--- src/rtl/uart_pkg.sv ---
// Shared definitions for the UART transmitter family: FSM state encoding,
// legal ranges for the frame-shape parameters and the bit-period helper.
// Optional feature macro: UART_TX_PARITY_EN (adds the PARITY state).
package uart_pkg;

    localparam int DATA_BITS_MIN = 5;
    localparam int DATA_BITS_MAX = 9;
    localparam int STOP_BITS_MIN = 1;
    localparam int STOP_BITS_MAX = 2;

    typedef enum logic [2:0] {
        ST_IDLE,
        ST_START,
        ST_DATA,
`ifdef UART_TX_PARITY_EN
        ST_PARITY,
`endif
        ST_STOP
    } uart_tx_state_e;

    // Number of system clocks per serial bit, truncated to an integer.
    function automatic int clks_per_bit(input int clk_freq_hz, input int baud_rate);
        return clk_freq_hz / baud_rate;
    endfunction

endpackage

--- src/rtl/uart_tx_param_if.sv ---
// Host-side word handshake of the UART transmitter. The producer (master)
// offers a word with tx_valid; the transmitter (slave) takes it while
// tx_ready is high and reports an in-flight frame on tx_busy.
interface uart_tx_param_if #(
    parameter int DATA_BITS = 8
);
    logic [DATA_BITS-1:0] tx_data;
    logic                 tx_valid;
    logic                 tx_ready;
    logic                 tx_busy;

    modport master (
        output tx_data,
        output tx_valid,
        input  tx_ready,
        input  tx_busy
    );

    modport slave (
        input  tx_data,
        input  tx_valid,
        output tx_ready,
        output tx_busy
    );
endinterface

--- src/rtl/uart_baud_gen.sv ---
// Bit-period timer. Counts system clocks while enabled and pulses tick for
// one cycle at the terminal count; the count is held at zero while disabled
// so every enabled stretch starts a full bit period. Usable by a receiver too.
module uart_baud_gen #(
    parameter int CLKS_PER_BIT = 434
) (
    input  logic clk,
    input  logic reset_n,
    input  logic en,
    output logic tick
);
    localparam int CNT_W = (CLKS_PER_BIT > 1) ? $clog2(CLKS_PER_BIT) : 1;
    localparam logic [CNT_W-1:0] LAST_COUNT = CNT_W'(CLKS_PER_BIT - 1);

    logic [CNT_W-1:0] count_q;

    // Free-running bit counter, cleared by reset, by disable and on wrap.
    always_ff @(posedge clk) begin
        if (!reset_n || !en) begin
            count_q <= '0;
        end else if (count_q == LAST_COUNT) begin
            count_q <= '0;
        end else begin
            count_q <= count_q + CNT_W'(1);
        end
    end

    assign tick = en && (count_q == LAST_COUNT);

endmodule

--- src/rtl/uart_tx_param.sv ---
// Parametrised UART transmitter: start bit, DATA_BITS data bits LSB first,
// optional parity bit and STOP_BITS stop bits, all timed from the system
// clock through uart_baud_gen. The line output is registered, so the start
// bit appears one clock after the word is accepted.
// Optional feature macro: UART_TX_PARITY_EN (parity bit, sense PARITY_ODD).
module uart_tx_param
    import uart_pkg::*;
#(
    parameter int CLK_FREQ_HZ = 50_000_000,
    parameter int BAUD_RATE   = 115_200,
    parameter int DATA_BITS   = 8,
    parameter int STOP_BITS   = 1,
    parameter int PARITY_ODD  = 0
) (
    input  logic            clk,
    input  logic            reset_n,
    uart_tx_param_if.slave  bus,
    output logic            tx_serial
);
    localparam int CLKS_PER_BIT = clks_per_bit(CLK_FREQ_HZ, BAUD_RATE);
    localparam logic [3:0] LAST_BIT  = 4'(DATA_BITS - 1);
    localparam logic       LAST_STOP = 1'(STOP_BITS - 1);

    if (CLKS_PER_BIT < 2) begin : g_bad_clks_per_bit
        $error("uart_tx_param: CLK_FREQ_HZ/BAUD_RATE must be at least 2");
    end
    if (DATA_BITS < DATA_BITS_MIN || DATA_BITS > DATA_BITS_MAX) begin : g_bad_data_bits
        $error("uart_tx_param: DATA_BITS must be within 5..9");
    end
    if (STOP_BITS < STOP_BITS_MIN || STOP_BITS > STOP_BITS_MAX) begin : g_bad_stop_bits
        $error("uart_tx_param: STOP_BITS must be 1 or 2");
    end
    if (PARITY_ODD != 0 && PARITY_ODD != 1) begin : g_bad_parity_odd
        $error("uart_tx_param: PARITY_ODD must be 0 or 1");
    end

    uart_tx_state_e       state_q, state_d;
    logic [DATA_BITS-1:0] shift_q, shift_d;
    logic [3:0]           bit_idx_q, bit_idx_d;
    logic                 stop_idx_q, stop_idx_d;
    logic                 serial_q;
    logic                 line_bit;
    logic                 baud_tick;

`ifdef UART_TX_PARITY_EN
    logic [DATA_BITS-1:0] word_q, word_d;
    logic                 parity_bit;

    // Parity comes from the word as accepted, not from the shifted remainder.
    assign parity_bit = (^word_q) ^ (PARITY_ODD != 0);
`endif

    uart_baud_gen #(
        .CLKS_PER_BIT (CLKS_PER_BIT)
    ) u_baud_gen (
        .clk     (clk),
        .reset_n (reset_n),
        .en      (state_q != ST_IDLE),
        .tick    (baud_tick)
    );

    // Next-state, datapath updates and the current line level of the frame.
    always_comb begin
        state_d    = state_q;
        shift_d    = shift_q;
        bit_idx_d  = bit_idx_q;
        stop_idx_d = stop_idx_q;
        line_bit   = 1'b1;
`ifdef UART_TX_PARITY_EN
        word_d     = word_q;
`endif
        case (state_q)
            ST_IDLE: begin
                line_bit = 1'b1;
                if (bus.tx_valid) begin
                    shift_d    = bus.tx_data;
                    bit_idx_d  = '0;
                    stop_idx_d = 1'b0;
`ifdef UART_TX_PARITY_EN
                    word_d     = bus.tx_data;
`endif
                    state_d    = ST_START;
                end
            end
            ST_START: begin
                line_bit = 1'b0;
                if (baud_tick) begin
                    state_d = ST_DATA;
                end
            end
            ST_DATA: begin
                line_bit = shift_q[0];
                if (baud_tick) begin
                    shift_d = shift_q >> 1;
                    if (bit_idx_q == LAST_BIT) begin
                        bit_idx_d = '0;
`ifdef UART_TX_PARITY_EN
                        state_d   = ST_PARITY;
`else
                        state_d   = ST_STOP;
`endif
                    end else begin
                        bit_idx_d = bit_idx_q + 4'd1;
                    end
                end
            end
`ifdef UART_TX_PARITY_EN
            ST_PARITY: begin
                line_bit = parity_bit;
                if (baud_tick) begin
                    state_d = ST_STOP;
                end
            end
`endif
            ST_STOP: begin
                line_bit = 1'b1;
                if (baud_tick) begin
                    if (stop_idx_q == LAST_STOP) begin
                        stop_idx_d = 1'b0;
                        state_d    = ST_IDLE;
                    end else begin
                        stop_idx_d = stop_idx_q + 1'b1;
                    end
                end
            end
            default: begin
                state_d = ST_IDLE;
            end
        endcase
    end

    // State and datapath registers; reset abandons any frame and idles the line.
    always_ff @(posedge clk) begin
        if (!reset_n) begin
            state_q    <= ST_IDLE;
            shift_q    <= '0;
            bit_idx_q  <= '0;
            stop_idx_q <= 1'b0;
            serial_q   <= 1'b1;
`ifdef UART_TX_PARITY_EN
            word_q     <= '0;
`endif
        end else begin
            state_q    <= state_d;
            shift_q    <= shift_d;
            bit_idx_q  <= bit_idx_d;
            stop_idx_q <= stop_idx_d;
            serial_q   <= line_bit;
`ifdef UART_TX_PARITY_EN
            word_q     <= word_d;
`endif
        end
    end

    assign bus.tx_ready = (state_q == ST_IDLE);
    assign bus.tx_busy  = (state_q != ST_IDLE);
    assign tx_serial    = serial_q;

endmodule
--- src/flat_wrapper.sv ---
// flat-port wrapper written by rule: the top's interface ports become plain ports
module uart_tx_param_flat import uart_pkg::*;
#(
    parameter int CLK_FREQ_HZ = 50_000_000,
    parameter int BAUD_RATE   = 115_200,
    parameter int DATA_BITS   = 8,
    parameter int STOP_BITS   = 1,
    parameter int PARITY_ODD  = 0
)
  (clk, reset_n, tx_serial, bus_tx_data, bus_tx_valid, bus_tx_ready, bus_tx_busy);
  uart_tx_param_if #(.DATA_BITS(DATA_BITS)) bus_i ();
  input  logic clk;
  input  logic reset_n;
  output logic tx_serial;
  input wire logic [$bits(bus_i.tx_data)-1:0] bus_tx_data;
  input wire logic [$bits(bus_i.tx_valid)-1:0] bus_tx_valid;
  output wire logic [$bits(bus_i.tx_ready)-1:0] bus_tx_ready;
  output wire logic [$bits(bus_i.tx_busy)-1:0] bus_tx_busy;
  assign bus_i.tx_data = bus_tx_data;
  assign bus_i.tx_valid = bus_tx_valid;
  assign bus_tx_ready = bus_i.tx_ready;
  assign bus_tx_busy = bus_i.tx_busy;
  uart_tx_param #(.CLK_FREQ_HZ(CLK_FREQ_HZ), .BAUD_RATE(BAUD_RATE), .DATA_BITS(DATA_BITS), .STOP_BITS(STOP_BITS), .PARITY_ODD(PARITY_ODD)) u_core (.clk(clk), .reset_n(reset_n), .bus(bus_i), .tx_serial(tx_serial));
endmodule
--- config.mk ---
export PLATFORM = sky130hd
export DESIGN_NAME = uart_tx_param_flat
export DESIGN_NICKNAME = d
export VERILOG_FILES = /design/src/rtl/uart_pkg.sv /design/src/rtl/uart_tx_param_if.sv /design/src/rtl/uart_baud_gen.sv /design/src/rtl/uart_tx_param.sv /design/src/flat_wrapper.sv
export SDC_FILE = /design/constraint.sdc
export NUM_CORES = 1
export LEC_CHECK = 0
export BUFFER_PORTS_ARGS = -buffer_cell sky130_fd_sc_hd__clkbuf_2
export CAP_MARGIN = 20
export CORE_MARGIN = 8
export CORE_UTILIZATION = 50
export CTS_CLUSTER_DIAMETER = 60
export CTS_CLUSTER_SIZE = 28
export DETAILED_ROUTE_END_ITERATION = 6
export PLACE_DENSITY_LB_ADDON = 0.1
export SLEW_MARGIN = 20
export SYNTH_ARGS = -nofsm -noshare
export SYNTH_HDL_FRONTEND = slang
export SYNTH_SLANG_ARGS = --single-unit
--- constraint.sdc ---
create_clock -name clk -period 1.7 [get_ports clk]
set_input_delay 0.34 -clock clk [delete_from_list [all_inputs] [get_ports clk]]
set_output_delay 0.34 -clock clk [all_outputs]
set_load 0.05 [all_outputs]
==> flow_metrics.py <==
metrics = {
    "power_and_ir_drop": {
        "vdd_ir_drop_max_uv": 1380,
        "powerDensity_nw_per_um2": 1520,
        "p_sw_share_pct": 40.19,
        "power_mw": 2.191,
        "power_frac_comb_pct": 51.7,
        "p_switching_mw": 0.8805,
        "p_leak_nw": 0.5766,
        "power_frac_seq_pct": 34.7,
        "clockPowerShare_pct": 13.6,
        "p_int_mw": 1.310,
    },
    "global_routing": {
        "grt_pass1_vias": 876,
        "grt_pass1_wl_um": 3912,
        "grt_max_degree": 19,
        "globalRoute.totalOverflow": 0,
        "grt_use_total_pct": 11.41,
        "antenna_found_initial": 0,
    },
    "detailed_routing": {
        "via_per_inst": 5.302,
        "drc_errors": 0,
        "wl_met2_um": 1063,
        "wl_per_cell_um": 13.72,
        "firstDrtPassIters": 3,
        "met3_length_um": 105,
        "final_antenna_net_count": 0,
        "wl_met1_um": 1173,
        "drtIter0Drc": 29,
        "vias": 912,
        "drt_wl_total_um": 2360,
        "highest_layer": "met4",
    },
    "sta": {
        "fin_skew_ns": 0.004230,
        "timing.final.crit_share_pct": 98.13,
        "drv_slew": 0,
        "hold_viol": 0,
        "min_period_ns": 1.668,
        "setup_viol": 0,
        "fin_tns_setup_ns": 0,
        "rsz0062_at_grt": "yes",
        "worst_slew_pin_slew_ns": 0.3227,
        "slew_headroom_pct": 78.42,
        "fmax_mhz": 599.4,
    },
    "place": {
        "place_area_sq_um": 1309,
        "gp_congestion": 0.7298,
        "port_buffers": 13,
        "dp_hpwl_um": 1672,
        "dp.cells": 165,
    },
    "finish": {
        "final_core_util_pct": 65.16,
        "area_growth_pct": 23.47,
        "layout.cell_area.non_filler_sq_um": 1441,
        "antenna-diode-count": 0,
        "fin_nets": 163,
        "n_fill_cell": 195,
        "fin_cells": 172,
        "drive_above_1_share_pct": 29.86,
    },
    "die": {
        "die_y_um": 64.32,
        "core_sq_um": 2212,
        "num_rows": 17,
        "io_pins": 14,
        "die_w_um": 64.32,
        "start_util_pct": 52.77,
        "die_area_sq_um": 4137,
    },
    "yosys": {
        "ys.flop_type": "dfxtp_1",
        "yosys.area.top_type": "dfxtp_1",
        "yosys_warnings": 0,
        "yosysSeqAreaShare_pct": 41.16,
        "postSynth.asyncResetShare_pct": 0,
        "synth_cells": 121,
        "yosys.area.top_type_share_pct": 41.16,
        "yosysMostFrequentCell": "dfxtp_1",
        "synth_area_sq_um": 1167,
        "syn_nets": 139,
        "synth_cell_types": 33,
        "synth-seq-cells": 24,
        "syn_area_per_cell_sq_um": 9.648,
        "synth_common_cells": "24 x dfxtp_1, 15 x nor2_1, 10 x nand2_1",
        "synth.area.top_cells": "dfxtp_1 41%, mux2i_1 7.7%, ha_1 7.5%",
        "synth_edf_count": 0,
    },
    "run": {
        "max_cap_viol_count": 0,
    },
    "min_path": {
        "min_path_type": "input pin to register",
    },
    "clock_network": {
        "htreeDepth": 1,
        "cts-root-buf": "clkbuf_4",
        "path_clk_slew_ns": 0.13,
        "cts_tree": "built",
        "cts_buffers": 3,
        "clkSinkCount": 24,
        "clockBufferDepth": 2,
        "worstSkewPairLatency_ns": 0.31,
        "ctsHoldBuffers": 0,
    },
    "setup_path": {
        "critical_path.startpoint_type": "register",
        "cp_max_fo": 4,
        "cp-end-kind": "register",
        "cp.required_ns": 1.92,
        "critPathKind": "register to register",
        "arrival_ns": 1.89,
    },
    "outcome": {
        "status": "completed",
    },
}
sequential cells by signal, indices dropped and copies added, names as in the netlist:
| register | count |
|---|---|
| u_core.shift_q | 8 |
| u_core.tx_serial | 1 |
| u_core.bit_idx_q | 4 |
| u_core.u_baud_gen.count_q | 9 |
| u_core.state_q | 2 |
metrics by stage:
step / setup slack, ns / hold slack (ns)
floorplan: 0.01646 / 0.4267
global placement: 0.05738 / 0.4677
detailed placement: -0.06555 / 0.4590
CTS: 0.003055 / 0.2920
global route: -0.04815 / 0.3289
finish: 0.03176 / 0.3001
layer usage:
metal / up-vias / track usage [%]
met3: 2 / 3.136
met2: 11 / 18.26
met4: 0 / 4.905
li1: 478 / -
met1: 421 / 13.97
met5: - / 0
cell usage in the layout (no fill, tap or decap), types with 3 or more instances in the layout:
cell      count
dfxtp_1      21
nor2_1       15
clkbuf_2     11
nand2_1      10
mux2i_1       9
buf_4         8
nand3_1       5
clkbuf_4      5
inv_1         4
a211oi_2      4
a211oi_1      4
ha_1          4
nand4_1       3
o21ai_0       3
xor2_1        3
xnor2_1       3
layout make-up:
class                      instances  area (sq um)  area share, %
inverter                           6         22.52          1.563
clock buffer                       4         36.28          2.517
sequential                        24         486.7          33.77
timing repair buffer              22         150.1          10.42
multi-input combinational         88         710.7          49.31
tap                               28         35.03          2.431
power by group through the flow:
stage	clock network, mW	registers, mW	logic (mW)
2_1_floorplan	0	0.780	0.670
3_3_place_gp	0	0.753	0.906
4_1_cts	0.310	0.748	0.965
3_5_place_dp	0	0.757	0.934
5_1_grt	0.332	0.777	1.22
6_report	0.297	0.761	1.13
worst max-delay path: stages (launching register included):
cell and delay (ns):
dfxtp_1 0.36, inv_1 0.07, ha_2 0.20, nand4bb_4 0.15
o21ba_2 0.25, a221o_1 0.31, a211oi_2 0.25
what timing repair did:
item                       in CTS  in global routing
setup endpoints to repair      10                 22
gates cloned                    0                  0
setup buffers                   0                  3
gates resized for setup         5                 13
pin swaps                       1                  2
cells by family (layout without fill, tap and decap cells):
kind of cell | count (synthesis) | in the layout | share of synthesized area, %
AOI/OAI and AO/OA | 20 | 20 | 13.83
xor gates and xnor gates | 6 | 6 | 4.502
adders and majority gates | 7 | 7 | 7.502
buffers and inverters | 9 | 32 | 3.536
DFF | 24 | 24 | 41.16
muxes | 9 | 9 | 7.717
and+or+nand+nor | 46 | 46 | 21.76
worst paths after layout:
check	start	to	slack [ns]	depth (start not counted)
worst min-delay path	bus_tx_data[7]	u_core.shift_q[7]$_SDFFE_PN0P_	0.30	3
worst min register to register	u_core.shift_q[7]$_SDFFE_PN0P_	u_core.shift_q[7]$_SDFFE_PN0P_	0.49	2
worst max register to register	u_core.u_baud_gen.count_q[1]$_SDFF_PP0_	u_core.state_q[0]$_SDFFE_PN0P_	0.03	6
worst max-delay path	u_core.u_baud_gen.count_q[1]$_SDFF_PP0_	u_core.state_q[0]$_SDFFE_PN0P_	0.03	6
Note: power is estimated with default switching activity, not from simulation.
